`config.mk`:
```
export PLATFORM = sky130hd
export DESIGN_NAME = machine_csr_unit
export DESIGN_NICKNAME = d
export VERILOG_FILES = /design/src/rtl/machine_csr_unit.sv
export SDC_FILE = /design/constraint.sdc
export NUM_CORES = 1
export LEC_CHECK = 0
export ABC_AREA = 1
export ABC_CLOCK_PERIOD_IN_PS = 16800
export CAP_MARGIN = 20
export CORE_ASPECT_RATIO = 1.25
export CORE_MARGIN = 8
export CORE_UTILIZATION = 50
export CTS_CLUSTER_SIZE = 12
export DETAILED_ROUTE_END_ITERATION = 6
export HOLD_SLACK_MARGIN = 0.12
export MAX_ROUTING_LAYER = met4
export PLACE_DENSITY = 0.76
export SLEW_MARGIN = 30
export SYNTH_ARGS = -nofsm -noshare
export SYNTH_HDL_FRONTEND = slang
export SYNTH_SLANG_ARGS = --single-unit
```
`constraint.sdc`:
```
create_clock -name clk -period 16.8 [get_ports clk]
set_input_delay 2.52 -clock clk [delete_from_list [all_inputs] [get_ports clk]]
set_output_delay 2.52 -clock clk [all_outputs]
set_load 0.1 [all_outputs]
```
`src/rtl/machine_csr_unit.sv`:
```
// Machine-mode CSR file: trap/mret state, interrupt pending/enable and
// priority, 64-bit cycle/instret counters and the trap vector computation.
module machine_csr_unit #(
    parameter int unsigned NUM_LOCAL_IRQ = 4,
    parameter logic [31:0] MTVEC_RESET   = 32'h0,
    parameter logic [31:0] HART_ID       = 32'h0
) (
    input  logic                     clk,
    input  logic                     reset,
    input  logic [11:0]              csr_addr,
    input  logic [1:0]               csr_op,
    input  logic [31:0]              csr_wdata,
    output logic [31:0]              csr_rdata,
    output logic                     csr_illegal,
    input  logic                     trap_en,
    input  logic [31:0]              trap_pc,
    input  logic [31:0]              trap_cause,
    input  logic [31:0]              trap_val,
    input  logic                     is_mret,
    input  logic                     instr_retire,
    input  logic                     ext_int,
    input  logic                     sw_int,
    input  logic                     timer_int,
    input  logic [NUM_LOCAL_IRQ-1:0] local_int,
    output logic [31:0]              mepc_out,
    output logic [31:0]              trap_vector,
    output logic                     irq_req,
    output logic [31:0]              irq_cause
);

    localparam logic [31:0] MISA_VAL  = 32'h4000_0100;
    localparam logic [31:0] LOCAL_MSK = ((32'd1 << NUM_LOCAL_IRQ) - 32'd1) << 16;
    localparam logic [31:0] MIE_MASK  = 32'h0000_0888 | LOCAL_MSK;
    localparam logic [31:0] CINH_MASK = 32'h0000_0005;

    localparam logic [11:0] A_MSTATUS  = 12'h300;
    localparam logic [11:0] A_MISA     = 12'h301;
    localparam logic [11:0] A_MIE      = 12'h304;
    localparam logic [11:0] A_MTVEC    = 12'h305;
    localparam logic [11:0] A_MCINH    = 12'h320;
    localparam logic [11:0] A_MSCRATCH = 12'h340;
    localparam logic [11:0] A_MEPC     = 12'h341;
    localparam logic [11:0] A_MCAUSE   = 12'h342;
    localparam logic [11:0] A_MTVAL    = 12'h343;
    localparam logic [11:0] A_MIP      = 12'h344;
    localparam logic [11:0] A_MCYCLE   = 12'hB00;
    localparam logic [11:0] A_MCYCLEH  = 12'hB80;
    localparam logic [11:0] A_MINSTR   = 12'hB02;
    localparam logic [11:0] A_MINSTRH  = 12'hB82;
    localparam logic [11:0] A_MVENDOR  = 12'hF11;
    localparam logic [11:0] A_MARCH    = 12'hF12;
    localparam logic [11:0] A_MIMP     = 12'hF13;
    localparam logic [11:0] A_MHART    = 12'hF14;

    logic        mst_mie_q, mst_mie_d, mst_mpie_q, mst_mpie_d;
    logic [31:0] mie_q, mie_d, mtvec_q, mtvec_d, mcinh_q, mcinh_d;
    logic [31:0] mscratch_q, mscratch_d, mepc_q, mepc_d;
    logic [31:0] mcause_q, mcause_d, mtval_q, mtval_d, mip_q, mip_d;
    logic [63:0] mcycle_q, mcycle_d, minstret_q, minstret_d;
    logic        irq_req_q, irq_req_d;
    logic [31:0] irq_cause_q, irq_cause_d;

    logic [31:0] rdata_raw, wval, pend, tvec_base;
    logic        csr_impl, csr_write, wr_en;

    // Read mux over the implemented address map
    always_comb begin
        rdata_raw = 32'h0;
        csr_impl  = 1'b1;
        case (csr_addr)
            A_MSTATUS:  rdata_raw = {19'b0, 2'b11, 3'b0, mst_mpie_q, 3'b0, mst_mie_q, 3'b0};
            A_MISA:     rdata_raw = MISA_VAL;
            A_MIE:      rdata_raw = mie_q;
            A_MTVEC:    rdata_raw = mtvec_q;
            A_MCINH:    rdata_raw = mcinh_q;
            A_MSCRATCH: rdata_raw = mscratch_q;
            A_MEPC:     rdata_raw = mepc_q;
            A_MCAUSE:   rdata_raw = mcause_q;
            A_MTVAL:    rdata_raw = mtval_q;
            A_MIP:      rdata_raw = mip_q;
            A_MCYCLE:   rdata_raw = mcycle_q[31:0];
            A_MCYCLEH:  rdata_raw = mcycle_q[63:32];
            A_MINSTR:   rdata_raw = minstret_q[31:0];
            A_MINSTRH:  rdata_raw = minstret_q[63:32];
            A_MVENDOR, A_MARCH, A_MIMP: rdata_raw = 32'h0;
            A_MHART:    rdata_raw = HART_ID;
            default:    csr_impl  = 1'b0;
        endcase
    end

    // Access legality and the value a write would store
    always_comb begin
        csr_write   = (csr_op == 2'b01) || (csr_op[1] && (csr_wdata != 32'h0));
        csr_illegal = (csr_op != 2'b00) &&
                      (!csr_impl || (csr_write && csr_addr >= A_MVENDOR && csr_addr <= A_MHART));
        csr_rdata   = csr_illegal ? 32'h0 : rdata_raw;
        wr_en       = csr_write && !csr_illegal && !trap_en && !is_mret;
        case (csr_op)
            2'b01:   wval = csr_wdata;
            2'b10:   wval = rdata_raw | csr_wdata;
            2'b11:   wval = rdata_raw & ~csr_wdata;
            default: wval = rdata_raw;
        endcase
    end

    // Trap redirect target, vectored only for interrupt causes
    always_comb begin
        tvec_base = {mtvec_q[31:2], 2'b00};
        if (mtvec_q[1:0] == 2'b01 && trap_cause[31])
            trap_vector = tvec_base + {25'b0, trap_cause[4:0], 2'b00};
        else
            trap_vector = tvec_base;
    end

    // Next state: counters, pending sampling, then trap > mret > CSR write
    always_comb begin
        mst_mie_d   = mst_mie_q;
        mst_mpie_d  = mst_mpie_q;
        mie_d       = mie_q;
        mtvec_d     = mtvec_q;
        mcinh_d     = mcinh_q;
        mscratch_d  = mscratch_q;
        mepc_d      = mepc_q;
        mcause_d    = mcause_q;
        mtval_d     = mtval_q;
        mcycle_d    = mcinh_q[0] ? mcycle_q : mcycle_q + 64'd1;
        minstret_d  = (instr_retire && !mcinh_q[2]) ? minstret_q + 64'd1 : minstret_q;

        mip_d                       = 32'h0;
        mip_d[11]                   = ext_int;
        mip_d[7]                    = timer_int;
        mip_d[3]                    = sw_int;
        mip_d[16 +: NUM_LOCAL_IRQ]  = local_int;

        pend        = mip_q & mie_q;
        irq_req_d   = mst_mie_q && (pend != 32'h0);
        irq_cause_d = 32'h0;
        for (int i = 0; i < int'(NUM_LOCAL_IRQ); i++)
            if (pend[16 + i]) irq_cause_d = 32'h8000_0000 | 32'(16 + i);
        if (pend[7])  irq_cause_d = 32'h8000_0007;
        if (pend[3])  irq_cause_d = 32'h8000_0003;
        if (pend[11]) irq_cause_d = 32'h8000_000B;

        if (trap_en) begin
            mepc_d     = {trap_pc[31:2], 2'b00};
            mcause_d   = trap_cause;
            mtval_d    = trap_val;
            mst_mpie_d = mst_mie_q;
            mst_mie_d  = 1'b0;
        end else if (is_mret) begin
            mst_mie_d  = mst_mpie_q;
            mst_mpie_d = 1'b1;
        end else if (wr_en) begin
            case (csr_addr)
                A_MSTATUS: begin
                    mst_mie_d  = wval[3];
                    mst_mpie_d = wval[7];
                end
                A_MIE:      mie_d      = wval & MIE_MASK;
                A_MTVEC:    mtvec_d    = {wval[31:2], 1'b0, (wval[1:0] == 2'b01)};
                A_MCINH:    mcinh_d    = wval & CINH_MASK;
                A_MSCRATCH: mscratch_d = wval;
                A_MEPC:     mepc_d     = {wval[31:2], 2'b00};
                A_MCAUSE:   mcause_d   = wval;
                A_MTVAL:    mtval_d    = wval;
                A_MCYCLE:   mcycle_d   = {mcycle_q[63:32], wval};
                A_MCYCLEH:  mcycle_d   = {wval, mcycle_q[31:0]};
                A_MINSTR:   minstret_d = {minstret_q[63:32], wval};
                A_MINSTRH:  minstret_d = {wval, minstret_q[31:0]};
                default: ;
            endcase
        end
    end

    // State registers with asynchronous reset
    always_ff @(posedge clk or posedge reset) begin
        if (reset) begin
            mst_mie_q   <= 1'b0;
            mst_mpie_q  <= 1'b0;
            mie_q       <= 32'h0;
            mtvec_q     <= MTVEC_RESET;
            mcinh_q     <= 32'h0;
            mscratch_q  <= 32'h0;
            mepc_q      <= 32'h0;
            mcause_q    <= 32'h0;
            mtval_q     <= 32'h0;
            mip_q       <= 32'h0;
            mcycle_q    <= 64'h0;
            minstret_q  <= 64'h0;
            irq_req_q   <= 1'b0;
            irq_cause_q <= 32'h0;
        end else begin
            mst_mie_q   <= mst_mie_d;
            mst_mpie_q  <= mst_mpie_d;
            mie_q       <= mie_d;
            mtvec_q     <= mtvec_d;
            mcinh_q     <= mcinh_d;
            mscratch_q  <= mscratch_d;
            mepc_q      <= mepc_d;
            mcause_q    <= mcause_d;
            mtval_q     <= mtval_d;
            mip_q       <= mip_d;
            mcycle_q    <= mcycle_d;
            minstret_q  <= minstret_d;
            irq_req_q   <= irq_req_d;
            irq_cause_q <= irq_cause_d;
        end
    end

    assign mepc_out  = mepc_q;
    assign irq_req   = irq_req_q;
    assign irq_cause = irq_cause_q;

endmodule
```
==> results of run 1 <==
[report_power, final]
| group | internal, mW | total, mW | switching (mW) |
|---|---|---|---|
| sequential | 0.790 | 0.843 | 0.0530 |
| clock | 0.460 | 0.818 | 0.358 |
| combinational | 0.109 | 0.392 | 0.283 |
[cells in the mapped netlist (4+ instances only)]
library cell               number
sky130_fd_sc_hd__a211oi_1       8
sky130_fd_sc_hd__a21oi_1       33
sky130_fd_sc_hd__and2_1         6
sky130_fd_sc_hd__buf_1          4
sky130_fd_sc_hd__buf_2         57
sky130_fd_sc_hd__buf_4         31
sky130_fd_sc_hd__clkbuf_1      67
sky130_fd_sc_hd__dfrtp_1      310
sky130_fd_sc_hd__ha_1           7
sky130_fd_sc_hd__inv_1        359
sky130_fd_sc_hd__inv_2         12
sky130_fd_sc_hd__nand2_1     1401
sky130_fd_sc_hd__nand3_1      224
sky130_fd_sc_hd__nand3b_1      15
sky130_fd_sc_hd__nand4_1       76
sky130_fd_sc_hd__nor2_1       540
sky130_fd_sc_hd__nor2_2        13
sky130_fd_sc_hd__nor2_4         4
sky130_fd_sc_hd__nor3_1        92
sky130_fd_sc_hd__nor4_1        13
sky130_fd_sc_hd__o211ai_1      12
sky130_fd_sc_hd__o21ai_0      221
sky130_fd_sc_hd__o21ai_1        6
sky130_fd_sc_hd__o22ai_1       44
sky130_fd_sc_hd__or2_2          9
sky130_fd_sc_hd__xnor2_1       14
sky130_fd_sc_hd__xor2_1        94
[layer usage]
metal / up-vias / part of all wire / global-route usage
li1: 12000 / - / -
met1: 12400 / 0.35 / 0.518
met2: 1965 / 0.43 / 0.660
met3: 525 / 0.12 / 0.110
met4: 0 / 0.10 / 0.377
met5: - / 0 / -
[worst max-delay path by stage]
stage | start | endpoint | slack, ns | cells after the start
6_report | csr_addr[0] | csr_rdata[10] | 7.43 | 11
5_1_grt | csr_addr[0] | csr_rdata[8] | 7.26 | 11
4_1_cts | csr_addr[0] | csr_rdata[8] | 7.60 | 11
3_5_place_dp | csr_addr[0] | csr_rdata[8] | 7.63 | 11
3_3_place_gp | csr_addr[0] | csr_rdata[8] | 7.62 | 11
2_1_floorplan | reset | irq_cause[0]$_DFF_PP0_ | 5.71 | 1
[tightest hold or removal path, stage by stage (launching register included)]
cell,delay (ns)
sky130_fd_sc_hd__dfrtp_1,0.34
sky130_fd_sc_hd__nand2_1,0.06
sky130_fd_sc_hd__nand2_1,0.05
[area by class of cell]
cell class	count	area [µm²]	area share
flip-flops and latches	310	7760	0.290
diodes	3	7.51	0.000280
repair buffers	280	2710	0.101
well taps	578	723	0.0270
multi-input cells	2891	13000	0.484
inverters	374	1410	0.0528
clock buffers	50	1050	0.0394
clock inverters	16	146	0.00547
[cells in the final DEF, fill, tap and decap left out, types with 3 or more instances in the layout]
cell                              count
sky130_fd_sc_hd__a211oi_1             8
sky130_fd_sc_hd__a21oi_1             30
sky130_fd_sc_hd__a31oi_1              3
sky130_fd_sc_hd__and2_1               6
sky130_fd_sc_hd__buf_2                4
sky130_fd_sc_hd__buf_4               29
sky130_fd_sc_hd__clkbuf_1             5
sky130_fd_sc_hd__clkbuf_16           37
sky130_fd_sc_hd__clkbuf_8             8
sky130_fd_sc_hd__clkdlybuf4s50_1    246
sky130_fd_sc_hd__clkinv_1             4
sky130_fd_sc_hd__clkinv_2             7
sky130_fd_sc_hd__clkinvlp_4           3
sky130_fd_sc_hd__conb_1              30
sky130_fd_sc_hd__dfrtp_1            310
sky130_fd_sc_hd__diode_2              3
sky130_fd_sc_hd__ha_1                 7
sky130_fd_sc_hd__inv_1              356
sky130_fd_sc_hd__inv_2               12
sky130_fd_sc_hd__nand2_1           1399
sky130_fd_sc_hd__nand2_2              4
sky130_fd_sc_hd__nand3_1            224
sky130_fd_sc_hd__nand3b_1            15
sky130_fd_sc_hd__nand4_1             76
sky130_fd_sc_hd__nor2_1             538
sky130_fd_sc_hd__nor2_2              15
sky130_fd_sc_hd__nor2_4               4
sky130_fd_sc_hd__nor3_1              91
sky130_fd_sc_hd__nor4_1              13
sky130_fd_sc_hd__o211ai_1            12
sky130_fd_sc_hd__o21ai_0            219
sky130_fd_sc_hd__o21ai_1              7
sky130_fd_sc_hd__o22ai_1             44
sky130_fd_sc_hd__or2_2                9
sky130_fd_sc_hd__xnor2_1             14
sky130_fd_sc_hd__xor2_1              94
[sequential cells by signal (all words and copies together) (netlist names)]
name        count
mcycle_q       64
minstret_q     64
mcause_q       32
mscratch_q     32
mtval_q        32
mtvec_q        31
mepc_out       30
mie_q           7
mip_q           7
irq_cause       6
mcinh_q         2
irq_req         1
mst_mie_q       1
mst_mpie_q      1
[cell families (layout without fill, tap and decap cells)]
logic type,count (synthesis),count (layout),share of synthesized area
buf+inv,537,720,0.0978
xor+xnor,108,108,0.0415
compound gates,339,339,0.0810
other cells,1,33,0.000164
flops,310,310,0.340
fa+ha+maj,8,8,0.00472
simple gates,2406,2406,0.435
==> run summary, run 1 <==
The via count of the first global-routing pass is 25.2k. Setup repair after global routing left no endpoint under its margin. 284 I/O pins were placed.

The setup TNS is 0 ns. The run finished with clean final reports. After detailed routing, the number of remaining DRC violations is 0.

The placed cell count came out at 4433. The mean instance size in the synthesized netlist came out at approximately 6.1 µm². The number of hold-repair buffers added at the cts stage is 0. The count of buffers from port buffering is 251. Before CTS, the worst setup slack after placement is 7.63 ns.

The total power per unit cell area came out at 76.6 mW/mm². The final worst setup slack came out at about 7.4 ns. The worst clock skew came out at 0.0163 ns. The setup slack of the worst register-to-register path is ~13 ns. The cell area after synthesis came out at 0.0228 mm². Once placement finished, the instance area stood at roughly 0.026 mm². Measured on the finished design, the core utilization comes to 0.594. The global-route wire length before repair is 167000 µm. Counting stages on the worst path, the most repeated cell is sky130_fd_sc_hd__nand2_1. The deepest clock path buffer count came out at 3. After synthesis, the netlist uses 50 different library cells.

The critical path data required time came out at 14.28 ns. The synthesis-to-layout area growth is 17.5%. sky130_fd_sc_hd__dfrtp_1 takes more of the synthesized area than any other cell.

The floorplan step defined a die boundary enclosing between 0.05 and 0.06 mm². The number of optimization iterations in the first detailed-route pass is 6. The worst hold path begins at mcause_q[25]$_DFFE_PP0P_. The count of nets left with antenna violations once routing finished came out at 0. The floorplan step set the die height to 255 µm. Across every metal layer, demand over resource in global routing totals 0.451. The tree is rooted in a sky130_fd_sc_hd__clkbuf_16. The cell count after synthesis came out at 3709. For hold timing, the worst endpoint is mcause_q[25]$_DFFE_PP0P_. The largest voltage drop on the vdd net is about 60 µV.

The capturing element type of the critical path is an output pin. The ratio of final minimum period to clock period came out at 0.558. The post-route minimum period is 9.37 ns.

The share of the synthesized area in the top cell type came out at 0.340. The achievable clock frequency came out at 107 MHz. For this run, the register share of the synthesized area comes to 0.340. The final setup violation count is 0.

The number of clock sinks came out at 310. The count of final max-slew check failures is 0. The total global routing overflow came out at 0. Along the worst path, the maximum fanout reaches 21. STA classifies the critical path startpoint as a primary input. The pin count of the biggest net entering global routing is 82. The total leakage power is 13.3 nW. Of all flip-flops after synthesis, the portion carrying an async set or reset was 1.00. The number of enable-type register cells in the synthesized netlist is 0. The count of yosys warnings during synthesis came out at 0. The depth of the worst hold-timing path came out at 2. In this run the critical register-to-register path is captured at mcycle_q[48]$_DFFE_PP0P_. The starting DRC count in detailed routing is about 3.6k.

The starting density of the core is 0.506. On the worst path, the slowest cell contributes a delay of 1.20 ns. The number of synthesized register bits came out at 310. The number of hold violations in the final report is 0. The post-CTS clock slew at the launch and capture registers of the worst setup and hold paths came out at 0.06 ns. The number of antenna violations at the first check in global routing came out at 1.

Detailed placement ended at an HPWL of 89700 µm. Counting the fill cells in the layout gives about 4.6k. The wire length per cell after detailed routing is 25.8 µm. TritonCTS built the clock tree. The horizontal die dimension is 207 µm. The post-layout instance area is roughly 0.027 mm². The number of gates resized after cts came out at 0. The number of post-CTS setup repair buffers came out at 0. The critical path in this run is classified as in -> out. The number of buffers created by CTS is 37. The wire length after detailed routing is 116000 µm.

Counting cells, the worst reg-to-reg path comes to 11. The share of layout cells above drive strength 1 is 0.0395. The via-per-instance ratio came out at 5.98. The overall power after layout came out at 2.05 mW. After synthesis, the cell types taking the most area are sky130_fd_sc_hd__dfrtp_1, sky130_fd_sc_hd__nand2_1, sky130_fd_sc_hd__nor2_1, sky130_fd_sc_hd__inv_1, sky130_fd_sc_hd__nand3_1. The H-tree depth reported by CTS is 2. The detailed-route via count came out at between 20k and 30k. The number of nets in the final layout is just over 4k. The data arrival time of the critical path came out at 6.85 ns.

The startpoint identified for the worst register-to-register timing path is mcinh_q[0]$_DFFE_PP0P_. After floorplanning, the core was divided into 87 placement rows. The slew at the pin closest to its max-slew limit is 1.13 ns. The class of the worst hold path is reg -> reg.

The signal on the critical path passes through clkdlybuf4s50_1 -> nor2_1 -> nand2_2 -> nor2_4 -> nand2_1 -> inv_1 -> nand2_1 -> nand2_1 -> nor2_1 -> nand3_1 -> clkdlybuf4s50_1. The placeable core region is approximately 0.045 mm². The congestion estimate from routability-driven global placement came to 1.13. The largest individual stage delay along the critical path comes from the cell sky130_fd_sc_hd__clkdlybuf4s50_1.

Among cell families on the critical path, the largest total delay comes from buffers and inverters. The insertion delay of the later-clocked pin in the worst-skew pair is 0.56 ns. The buffers plus inverters on the worst setup path came out at 3.

The count of cells in the finished layout, fillers not included, comes to about 4.5k. Among all flip-flop cells after synthesis, the most frequent one is sky130_fd_sc_hd__dfrtp_1. The final hold slack is around 0.48 ns.

The max-capacitance violation count came out at 0. The remaining max-slew budget at the tightest pin is 0.239.
Note: power is estimated with default switching activity, not from simulation.
==> run 2: changes to the inputs <==
--- a/config.mk
+++ b/config.mk
@@ -6,7 +6,7 @@
 export NUM_CORES = 1
 export LEC_CHECK = 0
 export ABC_AREA = 1
-export ABC_CLOCK_PERIOD_IN_PS = 16800
+export ABC_CLOCK_PERIOD_IN_PS = 8860
 export CAP_MARGIN = 20
 export CORE_ASPECT_RATIO = 1.25
 export CORE_MARGIN = 8
==> constraint.sdc (replaced) <==
create_clock -name clk -period 8.86 [get_ports clk]
set_input_delay 1.329 -clock clk [delete_from_list [all_inputs] [get_ports clk]]
set_output_delay 1.329 -clock clk [all_outputs]
set_load 0.1 [all_outputs]
==> run 2 against run 1 <==
Net effect:
- cell count down 0.13%
- global-route usage is 1.9 points lower
- routed wire length down 3.7%
- clock power rose by 98%
- setup slack worse by 5.4 ns
- register-to-register slack got worse by 8.0 ns
- clock skew up 0.020 ns
- critical path depth unchanged
- critical endpoint is now csr_rdata[1]
==> run summary, run 2 (synthesis gave the netlist of run 1 again) <==
The global-route total usage across every layer is 0.432. The horizontal die dimension came out at 207 µm. The total leakage power came out at 13.3 nW. For the final database, setup skew stands at 0.0364 ns.

The number of hold-repair buffers added at the cts stage came out at 0. Setup repair after global routing left no endpoint under its margin. The number of gates resized after cts is 0.

The min-delay analysis places its worst path in the category reg -> reg. The number of post-CTS setup repair buffers came out at 0. The number of cells on the worst reg-to-reg path is 10.

The final weighted congestion in routability-driven placement is 1.10. Internal power comes to around 2.6 mW. The most numerous cell type found on the critical path is sky130_fd_sc_hd__nand2_1.

The synthesis-to-layout area growth is 17.6%. The depth of the worst hold-timing path is 2. The post-detailed-route DRC marker count came out at 0.

The clock network fraction of design power is 0.409. The pin count of the biggest net entering global routing came out at 168. The peak fanout along the critical path came out at 21. The number of hold violations in the final report is 0.

In the final layout, the registers with the most flip-flops are mcycle_q (64), minstret_q (64). The number of top-level pins is roughly 280. In the layout the commonest cells are sky130_fd_sc_hd__nand2_1, sky130_fd_sc_hd__nor2_1, sky130_fd_sc_hd__inv_1.

On the worst path, the slowest cell contributes a delay of 1.23 ns. The startpoint identified for the worst register-to-register timing path is mcinh_q[0]$_DFFE_PP0P_. The share of layout cells above drive strength 1 is 0.0383. The insertion delay of the later-clocked pin in the worst-skew pair came out at 0.61 ns. For this run, the post-layout net count is 4053.

The count of buffers from port buffering is 251. The instance area after placement is 0.0255 mm². The number of antenna violations at the first check in global routing is 2. The tightest hold path in the finished design has a slack of roughly 0.48 ns. In this run the power density over the cells is 148 mW/mm². The register share of total power is 0.405. The wire length after detailed routing is between 100000 and 150000 µm. For the worst setup path, the data required time is 7.53 ns.

The reported net switching power came out at 1.33 mW. The post-CTS clock slew at the launch and capture registers of the worst setup and hold paths came out at about 0.060 ns. The largest voltage drop on the vdd net came out at 127 µV. The number of buffers created by CTS came out at 37. The post-layout instance area came out at 0.0268 mm². Adding up every negative setup slack in the final design gives 0 ns. STA classifies the critical path startpoint as a primary input. The fraction of power spent switching nets is 0.335. The achievable clock frequency is 146 MHz.

The setup slack of the worst register-to-register path came out at 5.12 ns. In this run the tightest slew margin relative to its limit is 0.299. For this run, the share of the core covered by cells in the final layout is 0.595. Dividing the detail-routed via count by the number of cells gives about 6.0. The final setup violation count came out at 0.

The detailed-route via count came out at about 27k. The count of final max-slew check failures was 0. The number of antenna-violating nets in the routed design is 0. The wire length per cell after detailed routing came out at 24.9 µm. The clock root buffer is sky130_fd_sc_hd__clkbuf_16. The relative contribution of combinational cells to total power is 0.187. The CTS tree is done. The die covers 0.0527 mm². The worst min-delay path startpoint is mtval_q[28]$_DFFE_PP0P_. The core region is 0.0451 mm². The capturing element type of the critical path is an output pin. The data arrival time of the critical path came out at 5.53 ns. After layout, the minimum clock period comes to 6.86 ns. The max-capacitance violation count is 0. For this design, the slowest cell found on the critical path is sky130_fd_sc_hd__clkdlybuf4s50_1.

The die is 255 µm tall. The global-route wire length before repair came out at 162000 µm. The most common cell after layout, fill and taps aside is sky130_fd_sc_hd__nand2_1. The ratio of final minimum period to clock period is 0.775. The slew at the pin closest to its max-slew limit came out at 1.05 ns. The endpoint identified for the worst register-to-register timing path is mcycle_q[53]$_DFFE_PP0P_. The half-perimeter wire length after detailed placement is roughly 85000 µm. The H-tree depth reported by CTS is 2. The via count of the first global-routing pass is 25.2k. The deepest clock path buffer count came out at 3. Walking the worst path, the cells encountered are clkdlybuf4s50_1 -> nor2_1 -> nand2_2 -> nor2_4 -> nand2_1 -> inv_1 -> nand2_1 -> nand2_1 -> a21oi_1 -> nand2_1 -> clkdlybuf4s50_1. The clock net in this run drives a total of 310 sinks. For this configuration, the core starts out at a cell density of 0.506.

The flow ran to the end, and the final reports show no timing, DRC or antenna violations. The number of cell rows came out at between 80 and 90. After the first detailed-routing iteration, the DRC count stood at 3631.

The critical path class is in -> out. The worst hold path terminates at mtval_q[28]$_DFFE_PP0P_. The total global routing overflow is 0. The first detailed-routing pass ran for 6 iterations.
run 2: worst max-delay path by stage:
stage                  start               to  slack (ns)  cells after the start
6_report         csr_addr[0]     csr_rdata[1]        2.00                     11
5_1_grt          csr_addr[4]     csr_rdata[9]        1.94                      9
4_1_cts          csr_addr[0]     csr_rdata[9]        2.18                     11
3_5_place_dp     csr_addr[0]     csr_rdata[9]        2.17                     11
3_3_place_gp     csr_addr[9]    csr_rdata[27]        2.15                     11
2_1_floorplan  trap_cause[0]  trap_vector[30]        3.00                     13
run 2: critical path: cells and delay by family:
| family | cells | cell delay, ns |
|---|---|---|
| AOI/OAI and AO/OA | 1 | 0.06 |
| buffers and inverters | 3 | 2.62 |
| and+or+nand+nor | 7 | 1.51 |
run 2: per-layer routing:
| metal | track usage | wire length, µm | up-vias |
|---|---|---|---|
| met1 | 0.498 | 39300 | 12300 |
| li1 | - | - | 12000 |
| met2 | 0.636 | 47900 | 1968 |
| met4 | 0.336 | 10700 | 0 |
| met5 | - | 0 | - |
| met3 | 0.114 | 14000 | 532 |
run 2: power by group through the flow:
stage               logic (mW)  clock network [mW]  registers (mW)
finish                   0.739                1.62            1.60
global route             0.792                1.66            1.61
CTS                      0.721                1.61            1.60
detailed placement       0.718                   0            1.62
global placement         0.710                   0            1.62
floorplan                0.392                   0            1.68
run 2: metrics by stage:
| step | cells | worst slack (ns) | power, mW |
|---|---|---|---|
| final | 4496 | 2.00 | 3.96 |
| after global routing | 4495 | 1.94 | 4.06 |
| after CTS | 4491 | 2.18 | 3.92 |
| after detailed placement | 4428 | 2.17 | 2.34 |
| after global placement | 4428 | 2.15 | 2.33 |
| after floorplan | 3738 | 3.00 | 2.07 |
run 2: layout make-up:
class,count,area (µm²)
Fill cell,4598,18200
Multi-Input combinational cell,2891,13000
Sequential cell,310,7760
Timing Repair Buffer,277,2730
Inverter,374,1410
Clock buffer,50,1060
Tap cell,578,723
Clock inverter,13,174
Antenna cell,3,7.51
